### src/rtl/acc_ctrl_pkg.sv
// Shared encodings for the accumulator CPU multicycle controller: opcodes,
// state codes and datapath select values.
package acc_ctrl_pkg;

  localparam int unsigned OP_HALT   = 0;
  localparam int unsigned OP_SAVE   = 1;
  localparam int unsigned OP_LOAD   = 2;
  localparam int unsigned OP_LOADUI = 3;
  localparam int unsigned OP_BNE    = 4;
  localparam int unsigned OP_BEQ    = 5;
  localparam int unsigned OP_SLT    = 6;
  localparam int unsigned OP_SLTI   = 7;
  localparam int unsigned OP_J      = 8;
  localparam int unsigned OP_JAL    = 9;
  localparam int unsigned OP_SW     = 10;
  localparam int unsigned OP_LW     = 11;
  localparam int unsigned OP_MS     = 12;
  localparam int unsigned OP_SUB    = 13;
  localparam int unsigned OP_ADD    = 14;
  localparam int unsigned OP_ADDI   = 15;
  localparam int unsigned OP_AND    = 16;
  localparam int unsigned OP_OR     = 17;
  localparam int unsigned OP_ORI    = 18;
  localparam int unsigned OP_LOADI  = 19;

  typedef enum logic [4:0] {
    S_FETCH  = 5'd0,
    S_DECODE = 5'd1,
    S_HALT   = 5'd2,
    S_SAVE   = 5'd3,
    S_LOAD   = 5'd4,
    S_LOADUI = 5'd5,
    S_BNE    = 5'd6,
    S_BEQ    = 5'd7,
    S_SLT    = 5'd8,
    S_SLTI   = 5'd9,
    S_J      = 5'd10,
    S_JAL    = 5'd11,
    S_ADDR   = 5'd12,
    S_SW_MEM = 5'd13,
    S_LW_MEM = 5'd14,
    S_MS     = 5'd15,
    S_SUB    = 5'd16,
    S_ADD    = 5'd17,
    S_ADDI   = 5'd18,
    S_AND    = 5'd19,
    S_OR     = 5'd20,
    S_ORI    = 5'd21,
    S_LOADI  = 5'd22,
    S_TRAP   = 5'd23
  } state_t;

  typedef enum logic [2:0] {
    ALU_AND = 3'd0, ALU_OR = 3'd1, ALU_ADD = 3'd2, ALU_SUB = 3'd3, ALU_SLT = 3'd4
  } alu_op_t;

  typedef enum logic [2:0] {
    ACC_UPPER = 3'd0, ACC_MEM = 3'd1, ACC_MDR = 3'd2, ACC_IMM = 3'd3, ACC_ALU = 3'd4
  } acc_src_t;

  typedef enum logic [1:0] {
    MA_PC = 2'd0, MA_IR = 2'd1, MA_SP = 2'd2, MA_ALU = 2'd3
  } mem_addr_t;

  typedef enum logic {
    MD_ACC = 1'b0, MD_PC = 1'b1
  } mem_data_t;

  typedef enum logic [1:0] {
    SA_PC = 2'd0, SA_ACC = 2'd1, SA_SP = 2'd2
  } src_a_t;

  typedef enum logic [2:0] {
    SB_TWO = 3'd0, SB_SEXT = 3'd1, SB_MDR = 3'd2, SB_ZEXT = 3'd3, SB_BOFF = 3'd4
  } src_b_t;

  typedef enum logic [1:0] {
    PC_ALU = 2'd0, PC_JUMP = 2'd1, PC_TRAP = 2'd2
  } pc_src_t;

  localparam pc_src_t TRAP_VECTOR_SEL = PC_TRAP;

  // Execute state entered from DECODE; anything past LOADI is illegal.
  function automatic state_t exec_state(input logic [31:0] op);
    case (op)
      OP_HALT:   return S_HALT;
      OP_SAVE:   return S_SAVE;
      OP_LOAD:   return S_LOAD;
      OP_LOADUI: return S_LOADUI;
      OP_BNE:    return S_BNE;
      OP_BEQ:    return S_BEQ;
      OP_SLT:    return S_SLT;
      OP_SLTI:   return S_SLTI;
      OP_J:      return S_J;
      OP_JAL:    return S_JAL;
      OP_SW:     return S_ADDR;
      OP_LW:     return S_ADDR;
      OP_MS:     return S_MS;
      OP_SUB:    return S_SUB;
      OP_ADD:    return S_ADD;
      OP_ADDI:   return S_ADDI;
      OP_AND:    return S_AND;
      OP_OR:     return S_OR;
      OP_ORI:    return S_ORI;
      OP_LOADI:  return S_LOADI;
      default:   return S_TRAP;
    endcase
  endfunction

  function automatic logic is_mem_state(input state_t s);
    return (s == S_FETCH) || (s == S_LOAD) || (s == S_SAVE) ||
           (s == S_JAL) || (s == S_LW_MEM) || (s == S_SW_MEM);
  endfunction

endpackage

### src/rtl/acc_wait_timer.sv
// Memory stall counter: counts not-ready cycles of one access and flags
// when the count has reached the configured limit.
module acc_wait_timer #(
  parameter int MAX_WAIT = 15
) (
  input  logic CLK,
  input  logic Reset,
  input  logic clr,
  input  logic incr,
  output logic timeout
);

  localparam logic [7:0] LIMIT = 8'(MAX_WAIT);

  logic [7:0] cnt;

  always_ff @(posedge CLK or posedge Reset) begin
    if (Reset) begin
      cnt <= '0;
    end else if (clr) begin
      cnt <= '0;
    end else if (incr && (cnt != 8'hFF)) begin
      cnt <= cnt + 8'd1;
    end
  end

  assign timeout = (cnt == LIMIT);

endmodule

### src/rtl/acc_multicycle_ctrl.sv
// Multicycle control FSM for the accumulator CPU with memory wait/timeout,
// internal branch resolution and illegal-opcode trap/halt.
module acc_multicycle_ctrl
  import acc_ctrl_pkg::*;
#(
  parameter int OPCODE_W    = 6,
  parameter bit MEM_WAIT_EN = 1'b1,
  parameter int MAX_WAIT    = 15
) (
  input  logic                CLK,
  input  logic                Reset,
  input  logic [OPCODE_W-1:0] Opcode,
  input  logic                MemReady,
  input  logic                AluZero,
  output logic [1:0]          PCSrc,
  output logic                PCWrite,
  output logic                IRWrite,
  output logic                ACCWrite,
  output logic                SPWrite,
  output logic                MemWrite,
  output logic                MemRead,
  output logic [1:0]          MemAddr,
  output logic                MemData,
  output logic [2:0]          ACCSrc,
  output logic [1:0]          ALUSrcA,
  output logic [2:0]          ALUSrcB,
  output logic [2:0]          ALUOp,
  output logic                Trap,
  output logic                Halted,
  output logic [4:0]          StateOut
);

  state_t    state, state_nxt;
  pc_src_t   pc_src;
  mem_addr_t mem_addr;
  mem_data_t mem_data;
  acc_src_t  acc_src;
  src_a_t    alu_a;
  src_b_t    alu_b;
  alu_op_t   alu_op;
  logic      pc_we, ir_we, acc_we, sp_we, mem_we, mem_re;
  logic      trap, halted, mem_state, ready;
  logic      wait_clr, wait_incr, wait_timeout;
  logic [31:0] op_ext;

  assign ready  = MEM_WAIT_EN ? MemReady : 1'b1;
  assign op_ext = 32'(Opcode);

  always_ff @(posedge CLK or posedge Reset) begin
    if (Reset) state <= S_FETCH;
    else       state <= state_nxt;
  end

  always_comb begin
    state_nxt = state;
    pc_src    = PC_ALU;
    mem_addr  = MA_PC;
    mem_data  = MD_ACC;
    acc_src   = ACC_UPPER;
    alu_a     = SA_PC;
    alu_b     = SB_TWO;
    alu_op    = ALU_AND;
    pc_we     = 1'b0;
    ir_we     = 1'b0;
    acc_we    = 1'b0;
    sp_we     = 1'b0;
    mem_we    = 1'b0;
    mem_re    = 1'b0;
    trap      = 1'b0;
    halted    = 1'b0;
    mem_state = is_mem_state(state);

    unique case (state)
      S_FETCH: begin
        mem_re    = 1'b1;
        alu_op    = ALU_ADD;
        ir_we     = ready;
        pc_we     = ready;
        state_nxt = S_DECODE;
      end
      S_DECODE: begin
        alu_b     = SB_BOFF;
        alu_op    = ALU_ADD;
        state_nxt = exec_state(op_ext);
      end
      S_HALT: begin
        halted    = 1'b1;
        state_nxt = S_HALT;
      end
      S_SAVE: begin
        mem_we    = 1'b1;
        mem_addr  = MA_IR;
        state_nxt = S_FETCH;
      end
      S_LOAD: begin
        mem_re    = 1'b1;
        mem_addr  = MA_IR;
        acc_src   = ACC_MEM;
        acc_we    = ready;
        state_nxt = S_FETCH;
      end
      S_JAL: begin
        mem_we    = 1'b1;
        mem_addr  = MA_SP;
        mem_data  = MD_PC;
        pc_src    = PC_JUMP;
        pc_we     = ready;
        state_nxt = S_FETCH;
      end
      S_ADDR: begin
        alu_a     = SA_SP;
        alu_b     = SB_SEXT;
        alu_op    = ALU_ADD;
        state_nxt = (op_ext == OP_LW) ? S_LW_MEM : S_SW_MEM;
      end
      S_LW_MEM: begin
        mem_re    = 1'b1;
        mem_addr  = MA_ALU;
        acc_src   = ACC_MDR;
        acc_we    = ready;
        state_nxt = S_FETCH;
      end
      S_SW_MEM: begin
        mem_we    = 1'b1;
        mem_addr  = MA_ALU;
        state_nxt = S_FETCH;
      end
      S_LOADUI: begin
        acc_we    = 1'b1;
        acc_src   = ACC_UPPER;
        state_nxt = S_FETCH;
      end
      S_LOADI: begin
        acc_we    = 1'b1;
        acc_src   = ACC_IMM;
        state_nxt = S_FETCH;
      end
      S_MS: begin
        sp_we     = 1'b1;
        alu_a     = SA_SP;
        alu_b     = SB_SEXT;
        alu_op    = ALU_ADD;
        state_nxt = S_FETCH;
      end
      S_J: begin
        pc_we     = 1'b1;
        pc_src    = PC_JUMP;
        state_nxt = S_FETCH;
      end
      S_BEQ, S_BNE: begin
        alu_a     = SA_ACC;
        alu_b     = SB_MDR;
        alu_op    = ALU_SUB;
        pc_src    = PC_JUMP;
        pc_we     = (state == S_BEQ) ? AluZero : ~AluZero;
        state_nxt = S_FETCH;
      end
      S_SLT, S_SLTI, S_SUB, S_ADD, S_ADDI, S_AND, S_OR, S_ORI: begin
        alu_a     = SA_ACC;
        acc_we    = 1'b1;
        acc_src   = ACC_ALU;
        state_nxt = S_FETCH;
        unique case (state)
          S_SLT:   begin alu_b = SB_MDR;  alu_op = ALU_SLT; end
          S_SLTI:  begin alu_b = SB_ZEXT; alu_op = ALU_SLT; end
          S_SUB:   begin alu_b = SB_MDR;  alu_op = ALU_SUB; end
          S_ADD:   begin alu_b = SB_MDR;  alu_op = ALU_ADD; end
          S_ADDI:  begin alu_b = SB_SEXT; alu_op = ALU_ADD; end
          S_AND:   begin alu_b = SB_MDR;  alu_op = ALU_AND; end
          S_OR:    begin alu_b = SB_MDR;  alu_op = ALU_OR;  end
          default: begin alu_b = SB_ZEXT; alu_op = ALU_OR;  end
        endcase
      end
      S_TRAP: begin
        pc_src    = TRAP_VECTOR_SEL;
        pc_we     = 1'b1;
        trap      = 1'b1;
        state_nxt = S_FETCH;
      end
      default: begin
        state_nxt = S_FETCH;
      end
    endcase

    // A stalled access holds its state; only the limit forces a trap.
    if (mem_state && !ready) begin
      state_nxt = wait_timeout ? S_TRAP : state;
    end
  end

  assign wait_clr  = (state_nxt != state);
  assign wait_incr = mem_state & ~ready;

  acc_wait_timer #(
    .MAX_WAIT(MAX_WAIT)
  ) u_wait_timer (
    .CLK    (CLK),
    .Reset  (Reset),
    .clr    (wait_clr),
    .incr   (wait_incr),
    .timeout(wait_timeout)
  );

  // Enables are gated by Reset so an aborted write is dropped immediately.
  assign PCWrite  = pc_we  & ~Reset;
  assign IRWrite  = ir_we  & ~Reset;
  assign ACCWrite = acc_we & ~Reset;
  assign SPWrite  = sp_we  & ~Reset;
  assign MemWrite = mem_we & ~Reset;
  assign MemRead  = mem_re & ~Reset;

  assign PCSrc    = pc_src;
  assign MemAddr  = mem_addr;
  assign MemData  = mem_data;
  assign ACCSrc   = acc_src;
  assign ALUSrcA  = alu_a;
  assign ALUSrcB  = alu_b;
  assign ALUOp    = alu_op;
  assign Trap     = trap;
  assign Halted   = halted;
  assign StateOut = state;

endmodule

### config.mk
export PLATFORM = sky130hd
export DESIGN_NAME = acc_multicycle_ctrl
export DESIGN_NICKNAME = d
export VERILOG_FILES = /design/src/rtl/acc_ctrl_pkg.sv /design/src/rtl/acc_wait_timer.sv /design/src/rtl/acc_multicycle_ctrl.sv
export SDC_FILE = /design/constraint.sdc
export NUM_CORES = 1
export LEC_CHECK = 0
export ABC_AREA = 0
export CORE_MARGIN = 3
export CORE_UTILIZATION = 50
export CTS_CLUSTER_SIZE = 20
export DETAILED_ROUTE_END_ITERATION = 8
export GPL_TIMING_DRIVEN = 0
export PLACE_DENSITY = 0.87
export SETUP_SLACK_MARGIN = 0.5
export SLEW_MARGIN = 20
export SYNTH_ARGS = -nofsm -noshare
export SYNTH_HDL_FRONTEND = slang
export SYNTH_SLANG_ARGS = --single-unit
### constraint.sdc
create_clock -name CLK -period 2.85 [get_ports CLK]
set_input_delay 0.4275 -clock CLK [delete_from_list [all_inputs] [get_ports CLK]]
set_output_delay 0.4275 -clock CLK [all_outputs]
set_load 0.005 [all_outputs]
==> flow_summary.toml <==
[cells_and_area]
drive_above_1_share_pct = 27.5
nFillCells = 162
area_growth_pct = 52.4
num_antenna_cells = 0
final_nets = 278
finalCoreUtilization_pct = 82.4

[clock_network]
cts_buffers = 3
cts_hold_buf = 0
clk_pin_slew_ns = 0.08
root_buffer = "clkbuf_4"
clk_latency_ns = 0.29
tritoncts = "built"
htree_levels = 1
clk_path_buf_depth = 2
cts.sinks = 13

[die]
die_y_um = 61.5
io_pins = 39
core_area_um2 = 2850
die-area_um2 = 3790
initial_utilization_pct = 54.0
placementRows = 19
die_w_um = 61.5

[setup_path]
worst_path_max_delay_cell = "clkdlybuf4s50_1"
crit_path_start_kind = "register"
end_kind = "output pin"
path_max_fanout = 10
cp.arrival_ns = 1.90
cp_cell_sequence = "buf_6 > buf_12 > xor2_4 > nor3_1 > clkdlybuf4s50_1"
critPathKind = "reg2out"
required_ns = 2.42
slowest_delay_ns = 0.54

[route]
ant_nets = 0
drcViolationCount = 0
first_pass_iters = 9
viasPerCell = 6.66
wire_per_inst_um = 18.9
drtIter0Drc = 298
drt_wl_total_mm = 5.53
vias = 1951

[global_routing]
grt-ovfl-total = 0
grt_max_degree = 14
antenna_found_initial = 0
grt_pass1_vias = 1614
grtUsageTotal_pct = 25.1
grt_pass1_wl_mm = 7.25

[synthesis]
async_reset_ff_share_pct = 100
ys_seq_elements = 13
yosys.area.top_type = "dfrtp_1"
yosysTopAreaCellShare_pct = 21.1
yosysSeqAreaShare_pct = 21.1
ys_types = 55
syn_inst = 205
synth_edf_count = 0
synth.yosys.warnings = 0
ys_top_cells_by_count = "23 x nor2_1, 19 x nor3_1, 17 x nand2_1, 13 x dfrtp_1, 11 x inv_1"
syn_nets = 220
synth.cell_area_um2 = 1540
synth_ff_type = "dfrtp_1"
syn-mean-instance-area_um2 = 7.52
synthTopCellsByArea = "dfrtp_1 21%, nor3_1 6.2%, nor2_1 5.6%"
yosysMostFrequentCell = "nor2_1"

[timing]
worst_slew_margin_rel_pct = 66.3
worst_pin_slew_ns = 0.504
post-route-worst-setup-slack_ns = 0.524
slew_viol_final = 0
fin_skew_ns = 0.00601
fmax_mhz = 430
rsz0062_at_grt = "yes"
fin_crit_ns = 2.33
post-route-period-util_pct = 81.6
setup_viol_count_final = 0
hold_violations = 0

[min_path]
hp-class = "in2async"

[power]
ir_worst_vdd_v = 0.000512
cellPowerDensity_nw_per_um2 = 998
power_mw = 2.35
p_leak_nw = 1.12

[place]
portBuffers = 37
gp_congestion = 0.848
dp_hpwl_mm = 3.15
pre_cts_ws_ns = -0.0905

[job]
max_cap_viol_count = 0

[run_status]
run_status = "complete, no violations"
[cell families (layout without fill, tap and decap cells)]
logic type	after synthesis	after routing	share of synthesized area, %
DFF	13	13	21.1
xor gates and xnor gates	14	14	7.95
adders and majority gates	5	5	4.06
and+or+nand+nor	94	94	32.0
buffers and inverters	26	83	7.47
AOI/OAI and AO/OA	51	51	26.1
muxes	2	2	1.30
[registers in the layout (all words and copies together), names as in the netlist]
name	count
StateOut	5
u_wait_timer.cnt	8
[final cells by class]
class | instances | area (um^2) | area share (%)
plain buffers | 15 | 166 | 7.08
clock buffers | 4 | 26.3 | 1.12
inverters | 11 | 50.0 | 2.13
multi-input cells | 166 | 1230 | 52.3
flip-flops and latches | 13 | 328 | 14.0
well taps | 31 | 38.8 | 1.65
repair buffers | 53 | 510 | 21.7
[critical path, delay by kind of cell, from the launching register on]
kind,cells,cell delay (ns)
DFF,1,0.42
buffers and inverters,3,0.83
xor gates and xnor gates,1,0.18
and+or+nand+nor,1,0.18
[through the flow]
step	cells	area [um^2]	hold WS, ns	setup TNS [ns]
after CTS	280	2100	0.586	0
after global routing	293	2350	0.355	0
after detailed placement	273	1950	0.575	-0.422
final	293	2350	0.321	0
after floorplan	205	1540	0.318	0
after global placement	273	1950	0.572	-0.0479
[layout by cell type, fill, tap and decap left out, types with 4 or more instances in the layout]
cell type,n
nor2_1,19
and3_1,5
nand2_2,5
xnor2_1,7
o21ai_0,6
clkbuf_4,4
dlygate4sd2_1,6
a21oi_1,9
nand2_1,12
xor2_1,6
dfrtp_1,11
ha_1,5
inv_1,6
buf_4,17
nor2_2,4
buf_6,5
a31oi_1,5
nand3_1,7
nor3_2,6
clkdlybuf4s50_1,19
nor3_1,12
dlymetal6s2s_1,12
[metal layers]
metal  part of all wire [%]  vias up  GRT usage [%]
met1                     38      915           33.4
met4                    1.8        0           5.76
li1                       -      871              -
met5                      0        -              0
met3                     11       15           3.77
met2                     49      150           42.8
[final timing paths]
| check | startpoint | end | slack (ns) | cells after the start |
|---|---|---|---|---|
| worst max-delay path | StateOut[1]$_DFF_PP0_ | ALUSrcA[1] | 0.52 | 5 |
| worst min-delay path | Reset | u_wait_timer.cnt[3]$_DFFE_PP0P_ | 0.32 | 3 |
| worst max register to register | StateOut[0]$_DFF_PP0_ | u_wait_timer.cnt[6]$_DFFE_PP0P_ | 0.55 | 8 |
| worst min register to register | u_wait_timer.cnt[0]$_DFFE_PP0P_ | u_wait_timer.cnt[0]$_DFFE_PP0P_ | 0.63 | 2 |
| max in group asynchronous | Reset | StateOut[2]$_DFF_PP0_ | 2.35 | 3 |
| min in group CLK | u_wait_timer.cnt[0]$_DFFE_PP0P_ | u_wait_timer.cnt[0]$_DFFE_PP0P_ | 0.63 | 2 |
[power by group]
part           total [mW]  switching [mW]  internal (mW)
combinational        1.96            1.03          0.931
clock               0.119          0.0646         0.0545
sequential          0.263          0.0425          0.221
total                2.35            1.14           1.21
[timing repair]
item	4_1_cts	5_1_grt
cloned	0	1
endpoints found under the setup margin	32	28
resized for setup	42	48
setup buffers	3	12
pin swaps	1	15
No activity file was read; power rests on OpenSTA's default activity.
